[config.mk]
export PLATFORM = sky130hd
export DESIGN_NAME = seven_seg_scan_driver
export DESIGN_NICKNAME = d
export VERILOG_FILES = /design/src/rtl/seven_seg_scan_driver.sv
export SDC_FILE = /design/constraint.sdc
export NUM_CORES = 1
export LEC_CHECK = 0
export CAP_MARGIN = 10
export CELL_PAD_IN_SITES_DETAIL_PLACEMENT = 0
export CELL_PAD_IN_SITES_GLOBAL_PLACEMENT = 2
export CORE_AREA = 2 2 103 95
export DETAILED_ROUTE_END_ITERATION = 10
export DIE_AREA = 0 0 105 97
export PLACE_DENSITY_LB_ADDON = 0.1
export SYNTH_ARGS = -nofsm -noshare
export SYNTH_HDL_FRONTEND = slang
export SYNTH_SLANG_ARGS = --single-unit
[constraint.sdc]
create_clock -name clk -period 4.7 [get_ports clk]
set_input_delay 0.94 -clock clk [delete_from_list [all_inputs] [get_ports clk]]
set_output_delay 0.94 -clock clk [all_outputs]
set_load 0.005 [all_outputs]
[src/rtl/seven_seg_scan_driver.sv]
// Multiplexed N-digit seven-segment scanner.
// Frame snapshot, guard dead-time, blanking, dp, optional LZB.
module seven_seg_scan_driver #(
    parameter int N_DIGITS    = 4,
    parameter int REFRESH_DIV = 100000,
    parameter int GUARD_CYC   = 16,
    parameter int LZB_EN      = 0
) (
    input  logic                  clk,
    input  logic                  rst_n,
    input  logic                  en,
    input  logic [4*N_DIGITS-1:0] digits,
    input  logic [N_DIGITS-1:0]   dp,
    input  logic [N_DIGITS-1:0]   blank,
    output logic [N_DIGITS-1:0]   anode,
    output logic [6:0]            segs,
    output logic                  dp_n,
    output logic                  frame_done
);

    localparam int MAXC = (REFRESH_DIV > GUARD_CYC) ? REFRESH_DIV : GUARD_CYC;
    localparam int CW   = $clog2(MAXC + 1);
    localparam int IW   = $clog2(N_DIGITS);

    localparam logic [CW-1:0] C_SHOW_LAST  = CW'(REFRESH_DIV - 1);
    localparam logic [CW-1:0] C_GUARD_LAST = CW'((GUARD_CYC > 0) ? GUARD_CYC - 1 : 0);
    localparam logic [IW-1:0] C_IDX_LAST   = IW'(N_DIGITS - 1);

    typedef enum logic [1:0] {
        S_OFF,
        S_GUARD,
        S_SHOW
    } state_t;

    localparam state_t S_START = (GUARD_CYC > 0) ? S_GUARD : S_SHOW;

    state_t                r_state;
    logic [IW-1:0]         r_idx;
    logic [CW-1:0]         r_cnt;
    logic [4*N_DIGITS-1:0] r_snap_dig;
    logic [N_DIGITS-1:0]   r_snap_dp;
    logic [N_DIGITS-1:0]   r_snap_blank;
    logic [N_DIGITS-1:0]   r_anode;
    logic [6:0]            r_segs;
    logic                  r_dp_n;
    logic                  r_fd;

    state_t                w_state_nx;
    logic [IW-1:0]         w_idx_nx;
    logic [CW-1:0]         w_cnt_nx;
    logic                  w_load;
    logic [4*N_DIGITS-1:0] w_snap_dig_nx;
    logic [N_DIGITS-1:0]   w_snap_dp_nx;
    logic [N_DIGITS-1:0]   w_snap_blank_nx;
    logic [3:0]            w_nib;
    logic                  w_off;
    logic [N_DIGITS-1:0]   w_anode_nx;
    logic [6:0]            w_segs_nx;
    logic                  w_dp_n_nx;
    logic                  w_fd_nx;

    function automatic logic [6:0] hex7(input logic [3:0] n);
        logic [6:0] s;
        unique case (n)
            4'h0: s = 7'h40;
            4'h1: s = 7'h79;
            4'h2: s = 7'h24;
            4'h3: s = 7'h30;
            4'h4: s = 7'h19;
            4'h5: s = 7'h12;
            4'h6: s = 7'h02;
            4'h7: s = 7'h78;
            4'h8: s = 7'h00;
            4'h9: s = 7'h10;
            4'hA: s = 7'h08;
            4'hB: s = 7'h03;
            4'hC: s = 7'h46;
            4'hD: s = 7'h21;
            4'hE: s = 7'h06;
            default: s = 7'h0E;
        endcase
        return s;
    endfunction

    // Digit i>0 goes dark when it and every digit to its left is zero.
    function automatic logic lz_blank(
        input logic [4*N_DIGITS-1:0] s,
        input logic [IW-1:0]         i
    );
        logic z;
        z = 1'b1;
        for (int k = 0; k < N_DIGITS; k++) begin
            if (k >= int'(i) && s[4*k +: 4] != 4'h0) begin
                z = 1'b0;
            end
        end
        return (LZB_EN != 0) && (i != '0) && z;
    endfunction

    always_comb begin
        w_state_nx = r_state;
        w_idx_nx   = r_idx;
        w_cnt_nx   = r_cnt;
        w_load     = 1'b0;
        if (!en) begin
            w_state_nx = S_OFF;
            w_idx_nx   = '0;
            w_cnt_nx   = '0;
        end else begin
            unique case (r_state)
                S_OFF: begin
                    w_state_nx = S_START;
                    w_idx_nx   = '0;
                    w_cnt_nx   = '0;
                    w_load     = 1'b1;
                end
                S_GUARD: begin
                    if (r_cnt == C_GUARD_LAST) begin
                        w_state_nx = S_SHOW;
                        w_cnt_nx   = '0;
                    end else begin
                        w_cnt_nx = r_cnt + CW'(1);
                    end
                end
                S_SHOW: begin
                    if (r_cnt == C_SHOW_LAST) begin
                        w_state_nx = S_START;
                        w_cnt_nx   = '0;
                        if (r_idx == C_IDX_LAST) begin
                            w_idx_nx = '0;
                            w_load   = 1'b1;
                        end else begin
                            w_idx_nx = r_idx + IW'(1);
                        end
                    end else begin
                        w_cnt_nx = r_cnt + CW'(1);
                    end
                end
                default: begin
                    w_state_nx = S_OFF;
                    w_idx_nx   = '0;
                    w_cnt_nx   = '0;
                end
            endcase
        end
    end

    // Outputs are decoded from next-state values so they register with the state.
    always_comb begin
        w_snap_dig_nx   = w_load ? digits : r_snap_dig;
        w_snap_dp_nx    = w_load ? dp : r_snap_dp;
        w_snap_blank_nx = w_load ? blank : r_snap_blank;
        w_nib           = w_snap_dig_nx[4*w_idx_nx +: 4];
        w_off           = w_snap_blank_nx[w_idx_nx]
                        | lz_blank(w_snap_dig_nx, w_idx_nx);
        w_anode_nx      = '1;
        w_segs_nx       = 7'h7F;
        w_dp_n_nx       = 1'b1;
        w_fd_nx         = 1'b0;
        if (w_state_nx == S_SHOW) begin
            w_anode_nx = ~(N_DIGITS'(1) << w_idx_nx);
            if (!w_off) begin
                w_segs_nx = hex7(w_nib);
                w_dp_n_nx = ~w_snap_dp_nx[w_idx_nx];
            end
            w_fd_nx = (w_idx_nx == C_IDX_LAST) && (w_cnt_nx == C_SHOW_LAST);
        end
    end

    always_ff @(posedge clk) begin
        if (!rst_n) begin
            r_state      <= S_OFF;
            r_idx        <= '0;
            r_cnt        <= '0;
            r_snap_dig   <= '0;
            r_snap_dp    <= '0;
            r_snap_blank <= '0;
            r_anode      <= '1;
            r_segs       <= 7'h7F;
            r_dp_n       <= 1'b1;
            r_fd         <= 1'b0;
        end else begin
            r_state      <= w_state_nx;
            r_idx        <= w_idx_nx;
            r_cnt        <= w_cnt_nx;
            r_snap_dig   <= w_snap_dig_nx;
            r_snap_dp    <= w_snap_dp_nx;
            r_snap_blank <= w_snap_blank_nx;
            r_anode      <= w_anode_nx;
            r_segs       <= w_segs_nx;
            r_dp_n       <= w_dp_n_nx;
            r_fd         <= w_fd_nx;
        end
    end

    assign anode      = r_anode;
    assign segs       = r_segs;
    assign dp_n       = r_dp_n;
    assign frame_done = r_fd;

endmodule

# Yosys cells after proc, flatten, opt, wreduce, memory -nomap -nowiden
# Memory sizes are Yosys's and may differ from the RTL's. A register that Yosys moved wholly into a read port is not among the register bits.
# Index checks and enable logic that the tools add are counted.
[word_totals]
mem_count = 1
rom_bits = 112
register_bits = 51
output_inout_bits = 13
wordCells = 54
in_bits = 27
[op_classes]
bitwise = 4
n_addsub = 2
order_cmp = 1
n_reduce_logical = 4
n_shift = 2
mux = 23
n_eq_ne = 8
[memory_table]
columns = ["name", "depth", "width", "rd", "rd_ports_with_merged_regs", "wr", "line", "rtl"]
rows = [
  ["(name not given)", 16, 7, 1, 1, 0, "64", "unique case (n)"],
]
[op_table]
columns = ["operator", "n"]
rows = [
  ["17-bit two-way mux", 3],
  ["17-bit == test, second input constant", 2],
  ["17-bit one-hot mux with 2 select lines", 1],
  ["17-bit by 1-bit adder with 17-bit output, second input constant", 1],
  ["17-bit by 4-bit == test with 1-bit output, second input constant", 1],
  ["16-bit two-way mux", 1],
  ["16-bit by 5-bit indexed part select with 4-bit output", 1],
  ["2-bit two-way mux", 6],
  ["2-bit == test, second input constant", 4],
  ["4-bit two-way mux", 2],
  ["2-bit one-hot mux with 3 select lines", 1],
  ["1-bit two-way mux", 5],
  ["1-bit binary-select mux with 2-bit select", 2],
  ["4-bit inverter", 1],
  ["2-bit one-hot mux with 2 select lines", 1],
  ["1-bit by 2-bit left shift with 4-bit output, first input constant", 1],
  ["2-bit by 3-bit < comparator with 1-bit output, second input constant", 1],
  ["1-bit inverter", 3],
  ["3-bit OR reduction", 1],
  ["2-bit by 1-bit adder with 2-bit output, second input constant", 1],
  ["2-bit by 1-bit == test with 1-bit output, second input constant", 1],
  ["2-bit logical NOT", 1],
  ["1-bit one-hot mux with 2 select lines", 1],
  ["2-bit AND reduction", 1],
  ["1-bit logical AND", 1],
]

# Longest topological paths before layout
# Gate-level depths: netlist of run 1.
[depth]
word_depth = 9
ltp_mapped = 17
mapped_depth_nobuf = 15

# Worst setup path after synthesis of run 1
# No wires, ideal clock.
[synth_timing]
kind = "register -> register"
startpoint = "reg r_cnt[5]"
endpoint = "reg r_segs[3] (netlist: segs[3])"
period_less_slack_ns = 3.470
stages_incl_launch_ff = 16
setup_slack_ns = 1.230
arrival_time_ns = 3.346
path_cell_list = "dfxtp_1 -> buf_6 -> or4_4 -> or4_4 -> o31a_1 -> buf_6 -> buf_8 -> buf_6 -> mux2i_1 -> nor2_1 -> nor4_4 -> inv_2 -> ha_1 -> a21oi_1 -> a22oi_2 -> nand2b_1"
[synth_between]
elab_chain_len = 8
word_cells_on_any_way = 20
cone_classes = "eq/ne: 3; shift: 1; mux: 14; bitwise: 1; reduce/logical: 1"
[synth_lines]
columns = ["item", "line", "rtl"]
rows = [
  ["start: declaration", "39", "logic [CW-1:0] r_cnt;"],
  ["start signal: assignment", "185", "r_cnt <= w_cnt_nx;"],
  ["branches (longest 8 deep; another with 17-bit == test)", "n/a", ""],
  ["end: declaration", "44", "logic [6:0] r_segs;"],
]
# Several ways; the timed one is not identified. The select of a mux whose other input is x is not followed.
# A chain may end at the register's enable or synchronous reset.

# Worst setup path after layout of run 1
# Same ends and word-level chain as after synthesis.

==> results.json, run 1 <==
{
  "status": "finished, final reports clean",
  "clk_pin_slew_worst_paths_ns": 0.06,
  "crit_fanout": 8,
  "rows": 33,
  "slew_violations": 0,
  "track_usage": 0.149,
  "numClockSinks": 58,
  "p_leak_nw": 1.38,
  "r2r-start": "r_cnt[5]",
  "peakVddDrop_uv": 137,
  "setup_viol": 0,
  "place_area_mm2": 0.00348,
  "grt_pass1_vias": 2310,
  "gp_congestion": 0.759,
  "syn_area_mm2": 0.00302,
  "timing.fmax_ghz": 0.246,
  "dp_slack_ns": 0.316,
  "timing.rr.end": "segs[3]",
  "via_per_inst": 4.87,
  "drt_wl_total_um": 7190,
  "initial_core_util": 0.336,
  "ios": 40,
  "yosysUniqueCellTypes": 55,
  "setup.worst_path.start_class": "register",
  "slowest_delay_ns": 0.59,
  "cts_hold_buffers": 0,
  "grt_pass1_wl_um": 12000,
  "slowest_stage": "or4_4",
  "cts_setup_buffers": 0,
  "cpMostUsedCell": "inv_1",
  "h-tree-depth": 3,
  "period_share": 0.866,
  "critical_path_arrival_ns": 4.29,
  "setup_ws_ns": 0.629,
  "drc": 0,
  "drtIter0Drc": 94,
  "diodes": 0,
  "fin_nets": 408,
  "worstHoldStart": "r_cnt[0]",
  "dieHeight_um": 97,
  "mostFrequentLayoutCells": "dfxtp_1 (58), clkdlybuf4s50_1 (39), mux2i_1 (29), nor2_1 (29), nor2b_1 (26)",
  "grt_max_degree": 30,
  "core_area_mm2": 0.00900,
  "grt_setup_unrepaired": "false",
  "min_path_type": "reg -> reg",
  "dieArea_mm2": 0.0102,
  "topRoutingLayerUsed": "met4",
  "maxSlewHeadroom": 0.240,
  "dr.pass1.iters": 6,
  "fin_area_mm2": 0.00366,
  "final_cells": 495,
  "drv_cap": 0,
  "final_common_cell": "dfxtp_1",
  "die_w_um": 105,
  "clock_path_buffers": 2,
  "io_buffers": 39,
  "power.density_mw_per_mm2": 293,
  "cts_resized": 0,
  "synthFlopType": "dfxtp_1",
  "setup-tns-final_ns": 0,
  "reg2reg_depth": 13,
  "finalClockSkew_ns": 0.00870,
  "required_ns": 4.92,
  "r2r_slack_ns": 0.63,
  "syn_nets": 373,
  "dp.cells": 480,
  "wl_per_cell_um": 14.5,
  "async_flop_share": 0,
  "wl_met2_um": 2970,
  "cts-root-buf": "clkbuf_8",
  "path_class": "reg -> reg",
  "m1WireLength_um": 3820,
  "worstPathBufferInverterCount": 2,
  "clock_latency_ns": 0.34,
  "vias": 2413,
  "ys_warn_count": 0,
  "holdPathStages": 1,
  "ys_ff_latch": 58,
  "grt_antenna_before_repair": 0,
  "yosysSeqAreaShare": 0.384,
  "drive_above_1_share": 0.0697,
  "met3_length_um": 272,
  "synth_edf_count": 0,
  "min_to": "r_cnt[0]",
  "ant_nets": 0,
  "area_delta_synth_final_pct": 21.2,
  "globalRouteOverflowTotal": 0,
  "cts_tree": "built",
  "endpoint_kind": "register",
  "hold_viol_final": 0,
  "dpl.hpwl_um": 5290,
  "worstMarginPinSlew_ns": 1.14,
  "cp.depth": 13,
  "period_needed_ns": 4.07,
  "synth_cells": 334,
  "avgSynthCellArea_um2": 9.05,
  "crit_chain": "or4_4 > nor4_2 > nand2_1 > a31oi_1 > o21ai_0 > o22ai_1 > or2_1 > inv_1 > ha_1 > inv_1 > mux2i_1 > a22oi_2 > nand2b_1",
  "critPathTopFamily": "simple AND/OR/NAND/NOR gates",
  "cts_buffers": 9
}
## per-layer routing
metal  GRT usage  vias to the layer above
li1            -                     1237
met3      0.0398                        9
met4      0.0523                        0
met5           0                        -
met2       0.213                       43
met1       0.214                     1124
## cell usage after synthesis (2+ instances only)
cell	n	area share
buf_6	3	0.011
nor3_1	8	0.013
nor4_1	2	0.0041
nor3b_1	2	0.0050
nand2b_1	9	0.019
a21oi_1	8	0.013
nor2b_1	26	0.054
nand3_1	12	0.020
o211ai_1	2	0.0050
nor2_1	29	0.036
o22ai_1	7	0.014
mux2i_1	29	0.096
inv_1	10	0.012
xnor2_1	9	0.026
or2_1	2	0.0041
xor2_1	7	0.020
nand2_1	24	0.030
a22oi_1	2	0.0050
a31oi_1	7	0.014
clkbuf_1	11	0.014
buf_4	2	0.0050
and2_1	4	0.0083
o221ai_1	5	0.014
dfxtp_1	58	0.38
o21ai_0	5	0.0083
or4_4	3	0.011
and3_1	5	0.010
ha_1	12	0.050
nand4_1	5	0.010
## cells by family (layout without fill, tap and decap cells)
group	Yosys count	in the layout	share of synthesized area
simple gates	142	142	0.263
xor+xnor	16	16	0.0464
mux	29	29	0.0961
flops	58	58	0.384
fa+ha+maj	12	12	0.0497
compound gates	47	47	0.110
buf+inv	30	69	0.0513
## registers in the layout, summed over array words and instances, names as in the netlist, 2 cells and up
name	flops
r_snap_dig	16
r_cnt	17
anode	4
r_state	2
r_idx	2
segs	7
r_snap_dp	4
r_snap_blank	4
## worst max-delay path by stage
stage / startpoint / end / slack (ns)
2_1_floorplan: r_cnt[5] / segs[3] / 1.23
3_3_place_gp: en / segs[6] / 0.39
3_5_place_dp: en / segs[3] / 0.32
4_1_cts: r_cnt[5] / segs[3] / 0.64
5_1_grt: r_cnt[5] / segs[3] / 0.27
6_report: r_cnt[5] / segs[3] / 0.63
## power breakdown
group	switching (mW)	internal (mW)
clock network	0.197	0.255
registers	0.00383	0.505
logic	0.0554	0.0582
## cell type report
| cell class | instances | area [µm²] |
|---|---|---|
| timing repair buffer | 42 | 413 |
| clock buffer | 12 | 145 |
| inverter | 12 | 45.0 |
| sequential | 58 | 1160 |
| clock inverter | 3 | 40.0 |
| multi-input combinational | 246 | 1710 |
| tap | 122 | 153 |
| fill | 975 | 5340 |
## worst reg2reg max path: stages (launching register included)
cell      delay [ns]
dfxtp_1         0.39
or4_4           0.59
nor4_2          0.39
nand2_1         0.23
a31oi_1         0.57
o21ai_0         0.40
o22ai_1         0.24
or2_1           0.27
inv_1           0.16
ha_1            0.31
inv_1           0.05
mux2i_1         0.15
a22oi_2         0.06
nand2b_1        0.15
## metrics by stage
step                      hold WS, ns  power (mW)   util
after floorplan                 0.441       0.597      -
after global placement          0.473       0.634  0.386
after detailed placement        0.474       0.634  0.386
after CTS                       0.491        1.10  0.407
after global routing            0.512        1.13  0.407
final                           0.486        1.07  0.407
(Power assumes the default switching activity.)
==> run 2: changes to the inputs <==
- MAX_ROUTING_LAYER: unset -> met4
- PLACE_DENSITY: unset -> 0.84
- PLACE_DENSITY_LB_ADDON: 0.1 -> unset
==> results.json, run 2 (synthesis gave the netlist of run 1 again) <==
{
  "die_w_um": 105,
  "place_area_mm2": 0.00347,
  "rows": 33,
  "dr.pass1.iters": 4,
  "cts_tree": "built",
  "grtUsageMet2": 0.228,
  "r2r_slack_ns": 0.80,
  "crit_fanout": 8,
  "track_usage": 0.146,
  "setup.worst_path.start_class": "register",
  "area_delta_synth_final_pct": 22.1,
  "fin_util": 0.410,
  "path_class": "reg -> reg",
  "dp_slack_ns": 0.668,
  "clk_pin_slew_worst_paths_ns": 0.07,
  "setup_viol": 0,
  "multiInputGateArea_mm2": 0.00171,
  "final-seq-area_mm2": 0.00116,
  "grt_pass1_wl_um": 11400,
  "gp_congestion": 0.825,
  "final_common_cell": "dfxtp_1",
  "maxSlewHeadroom": 0.429,
  "dieHeight_um": 97,
  "numClockSinks": 58,
  "peakVddDrop_uv": 144,
  "dpl.hpwl_um": 5090,
  "h-tree-depth": 3,
  "cts_buffers": 9,
  "drive_above_1_share": 0.0724,
  "core_area_mm2": 0.00900,
  "r2r-start": "r_cnt[5]",
  "initial_core_util": 0.336,
  "grt_pass1_vias": 2339,
  "cts_resized": 0,
  "regMostFlops": "r_cnt",
  "ant_nets": 0,
  "worstHoldStart": "r_cnt[0]",
  "drv_cap": 0,
  "timing.fmax_ghz": 0.257,
  "power.density_mw_per_mm2": 309,
  "grt_setup_unrepaired": "false",
  "status": "finished, final reports clean",
  "cts_setup_buffers": 0,
  "grt_antenna_before_repair": 0,
  "min_path_type": "reg -> reg",
  "slew_violations": 0,
  "dieArea_mm2": 0.0102,
  "required_ns": 4.93,
  "cts_hold_buffers": 0,
  "critical_path_arrival_ns": 4.13,
  "wl_per_cell_um": 14.0,
  "clock_latency_ns": 0.34,
  "diodes": 0,
  "setup_ws_ns": 0.804,
  "fillCellCount": 958,
  "p_total_mw": 1.14,
  "largest_reg_flops": 17,
  "via_per_inst": 4.90,
  "grt_use_met1": 0.180,
  "grt_max_degree": 30,
  "holdPathStages": 1,
  "drc": 0,
  "period_share": 0.829,
  "gr-max-usage-layer": "met2",
  "reg2reg_depth": 13,
  "drt_wl_total_um": 6910,
  "met3_usage": 0.0418,
  "vias": 2425,
  "endpoint_kind": "register",
  "fin_area_mm2": 0.00369,
  "worstMarginPinSlew_ns": 0.857,
  "mostFrequentLayoutCells": "dfxtp_1 (58), clkdlybuf4s50_1 (39), mux2i_1 (29), nor2_1 (29), nor2b_1 (26)",
  "globalRouteOverflowTotal": 0,
  "period_needed_ns": 3.90,
  "drtIter0Drc": 91,
  "ios": 40,
  "fin_nets": 407,
  "clock_path_buffers": 2,
  "setup-tns-final_ns": 0,
  "cts-root-buf": "clkbuf_8",
  "min_to": "r_cnt[0]",
  "finalClockSkew_ns": 0.0104,
  "hold_viol_final": 0,
  "io_buffers": 39,
  "p_leak_nw": 1.39,
  "timing.rr.end": "segs[3]"
}
-- run 2: cell types whose count changed in the layout (fill, tap and decap cells not counted), sizes merged --
cell / before / now
buf: 3 / 2
bufinv: 1 / 2
clkinvlp: 0 / 1
clkbuf: 12 / 11
-- run 2: critical path, cell delays in order (launching register included) --
cell and delay, ns:
dfxtp_1 0.39, or4_4 0.59, nor4_2 0.38, nand2_1 0.22, a31oi_1 0.53, o21ai_0 0.36
o22ai_1 0.23, or2_1 0.23, inv_1 0.13, ha_1 0.30, inv_1 0.06, mux2i_1 0.16
a22oi_2 0.06, nand2b_1 0.15
-- run 2: cell type report --
class | count | share of cell area
Multi-Input combinational cell | 246 | 0.462
Sequential cell | 58 | 0.315
Timing Repair Buffer | 41 | 0.110
Tap cell | 122 | 0.0414
Clock buffer | 11 | 0.0383
Clock inverter | 5 | 0.0210
Inverter | 12 | 0.0122
-- run 2: stage by stage --
step | hold WS, ns | cells
global route | 0.531 | 495
detailed placement | 0.472 | 479
CTS | 0.497 | 495
finish | 0.488 | 495
floorplan | 0.441 | 334
global placement | 0.459 | 479
-- run 2: worst max-delay path by stage --
stage | start | slack (ns) | endpoint | depth (start not counted)
finish | r_cnt[5] | 0.80 | segs[3] | 13
global route | r_cnt[5] | 0.49 | segs[3] | 13
CTS | r_cnt[5] | 0.81 | segs[3] | 13
detailed placement | en | 0.67 | segs[3] | 14
global placement | en | 0.82 | segs[3] | 14
floorplan | r_cnt[5] | 1.23 | segs[3] | 15
-- run 2: metal layers --
| metal | share of wire | vias up |
|---|---|---|
| met1 | 0.48 | 1132 |
| met3 | 0.041 | 10 |
| li1 | - | 1237 |
| met2 | 0.46 | 46 |
| met5 | 0 | - |
| met4 | 0.015 | 0 |
-- run 2: report_power, final --
group	internal, mW	switching [mW]
Combinational	0.0573	0.0552
Sequential	0.505	0.00369
Clock	0.311	0.206
==> run 3: changes to the inputs <==
- CORE_AREA: 2 2 103 95 -> 2 2 109 101
- DIE_AREA: 0 0 105 97 -> 0 0 111 103
- PLACE_DENSITY: 0.84 -> 0.79
- clock period: 4.7 -> 3.55 ns (I/O delays scaled with it)
==> results.json, run 3 (synthesis gave the netlist of run 1 again) <==
{
  "status": "finished, final reports clean",
  "place_area_mm2": 0.00362,
  "p_total_mw": 1.86,
  "dp_slack_ns": 0.0772,
  "grt_max_degree": 29,
  "setup-tns-final_ns": 0,
  "p_leak_nw": 1.54,
  "dpl.hpwl_um": 5330,
  "r2r-start": "r_cnt[5]",
  "mostFrequentLayoutCells": "dfxtp_1 (57), clkdlybuf4s50_1 (39), nor2_1 (29)",
  "power.density_mw_per_mm2": 466,
  "drv_cap": 0,
  "path_class": "reg -> reg",
  "peakVddDrop_uv": 193,
  "fin_nets": 424,
  "grt_antenna_before_repair": 0,
  "worstMarginPinSlew_ns": 0.761,
  "holdPathStages": 1,
  "gp_congestion": 0.845,
  "worstHoldStart": "r_cnt[0]",
  "setup_viol": 0,
  "min_to": "r_cnt[0]",
  "final_cells": 523,
  "drive_above_1_share": 0.126,
  "area_delta_synth_final_pct": 31.9,
  "dieHeight_um": 103,
  "h-tree-depth": 3,
  "slowest_stage": "or4_4",
  "crit_chain": "or4_4 > or4_4 > o31a_1 > buf_12 > mux2i_2 > nor2_1 > nor4_4 > inv_2 > ha_1 > a21oi_1 > a22oi_2 > nand2b_1",
  "grt_pass1_wl_um": 12200,
  "cts_buffers": 9,
  "largest_reg_flops": 17,
  "clock_latency_ns": 0.33,
  "globalRouteOverflowTotal": 0,
  "min_path_type": "reg -> reg",
  "cts-root-buf": "clkbuf_16",
  "grt_pass1_vias": 2428,
  "fin_util": 0.383,
  "cpMostUsedCell": "or4_4",
  "core_area_mm2": 0.0104,
  "clock_path_buffers": 2,
  "die_w_um": 111,
  "rows": 36,
  "timing.rr.end": "segs[3]",
  "regMostFlops": "r_cnt",
  "slowest_delay_ns": 0.54,
  "cts_hold_buffers": 0,
  "drt_wl_total_um": 7380,
  "reg2reg_depth": 12,
  "initial_core_util": 0.290,
  "setup_ws_ns": 0.132,
  "crit_fanout": 20,
  "timing.fmax_ghz": 0.293,
  "crit_start": "r_cnt[5]",
  "via_per_inst": 4.72,
  "wl_per_cell_um": 14.1,
  "vias": 2470,
  "final_common_cell": "dfxtp_1",
  "cts_tree": "built",
  "hold_ws_ns": 0.448,
  "setup.worst_path.start_class": "register",
  "required_ns": 3.76,
  "clk_pin_slew_worst_paths_ns": 0.05,
  "fin_area_mm2": 0.00399,
  "track_usage": 0.141,
  "hold_viol_final": 0,
  "numClockSinks": 58,
  "finalClockSkew_ns": 0.00796,
  "ios": 40,
  "slew_violations": 0,
  "r2r_slack_ns": 0.13,
  "diodes": 0,
  "endpoint_kind": "register",
  "dr.pass1.iters": 4,
  "drtIter0Drc": 174,
  "io_buffers": 39,
  "ant_nets": 0,
  "maxSlewHeadroom": 0.492,
  "period_needed_ns": 3.42,
  "drc": 0,
  "period_share": 0.963,
  "critical_path_arrival_ns": 3.63,
  "dp.cells": 506,
  "dieArea_mm2": 0.0114
}
-- run 3: cell types whose count changed in the layout (fill, tap and decap cells not counted), sizes merged --
cell / before / now
buf: 2 / 19
bufinv: 2 / 3
clkinvlp: 1 / 0
-- run 3: cell type report --
cell class / instances / area, µm²
fill: 1054 / 6420
tap: 133 / 166
sequential: 58 / 1160
timing repair buffer: 58 / 546
clock buffer: 11 / 253
inverter: 12 / 45.0
multi-input combinational: 246 / 1710
clock inverter: 5 / 100
-- run 3: metal layers --
metal,vias up,global-route usage,share of wire
li1,1271,-,-
met1,1122,0.176,0.48
met2,62,0.215,0.45
met3,15,0.0417,0.052
met4,0,0.0596,0.017
met5,-,-,0
-- run 3: what timing repair did --
item / in CTS / in global routing
gates resized for setup: 0 / 4
setup endpoints to repair: 0 / 4
setup buffers: 0 / 1
-- run 3: power breakdown --
group | internal, mW | switching [mW]
Clock | 0.721 | 0.304
Sequential | 0.669 | 0.00486
Combinational | 0.0842 | 0.0766
Total | 1.47 | 0.385
-- run 3: worst max-delay path: cells and delay by family, from the launching register on --
kind	cells	cell delay, ns
AO/OA/AOI/OAI	3	0.62
adder cells (fa/ha/maj)	1	0.22
buffers and inverters	2	0.30
flip-flops	1	0.31
multiplexers	1	0.22
AND/OR/NAND/NOR	5	1.62
-- run 3: how the worst max path moves through the flow --
stage	endpoint	slack, ns	cells past startpoint
2_1_floorplan	segs[3]	0.08	15
6_report	segs[3]	0.13	12
3_3_place_gp	segs[3]	0.15	14
3_5_place_dp	segs[3]	0.08	15
4_1_cts	segs[3]	0.11	12
5_1_grt	segs[3]	-0.01	12
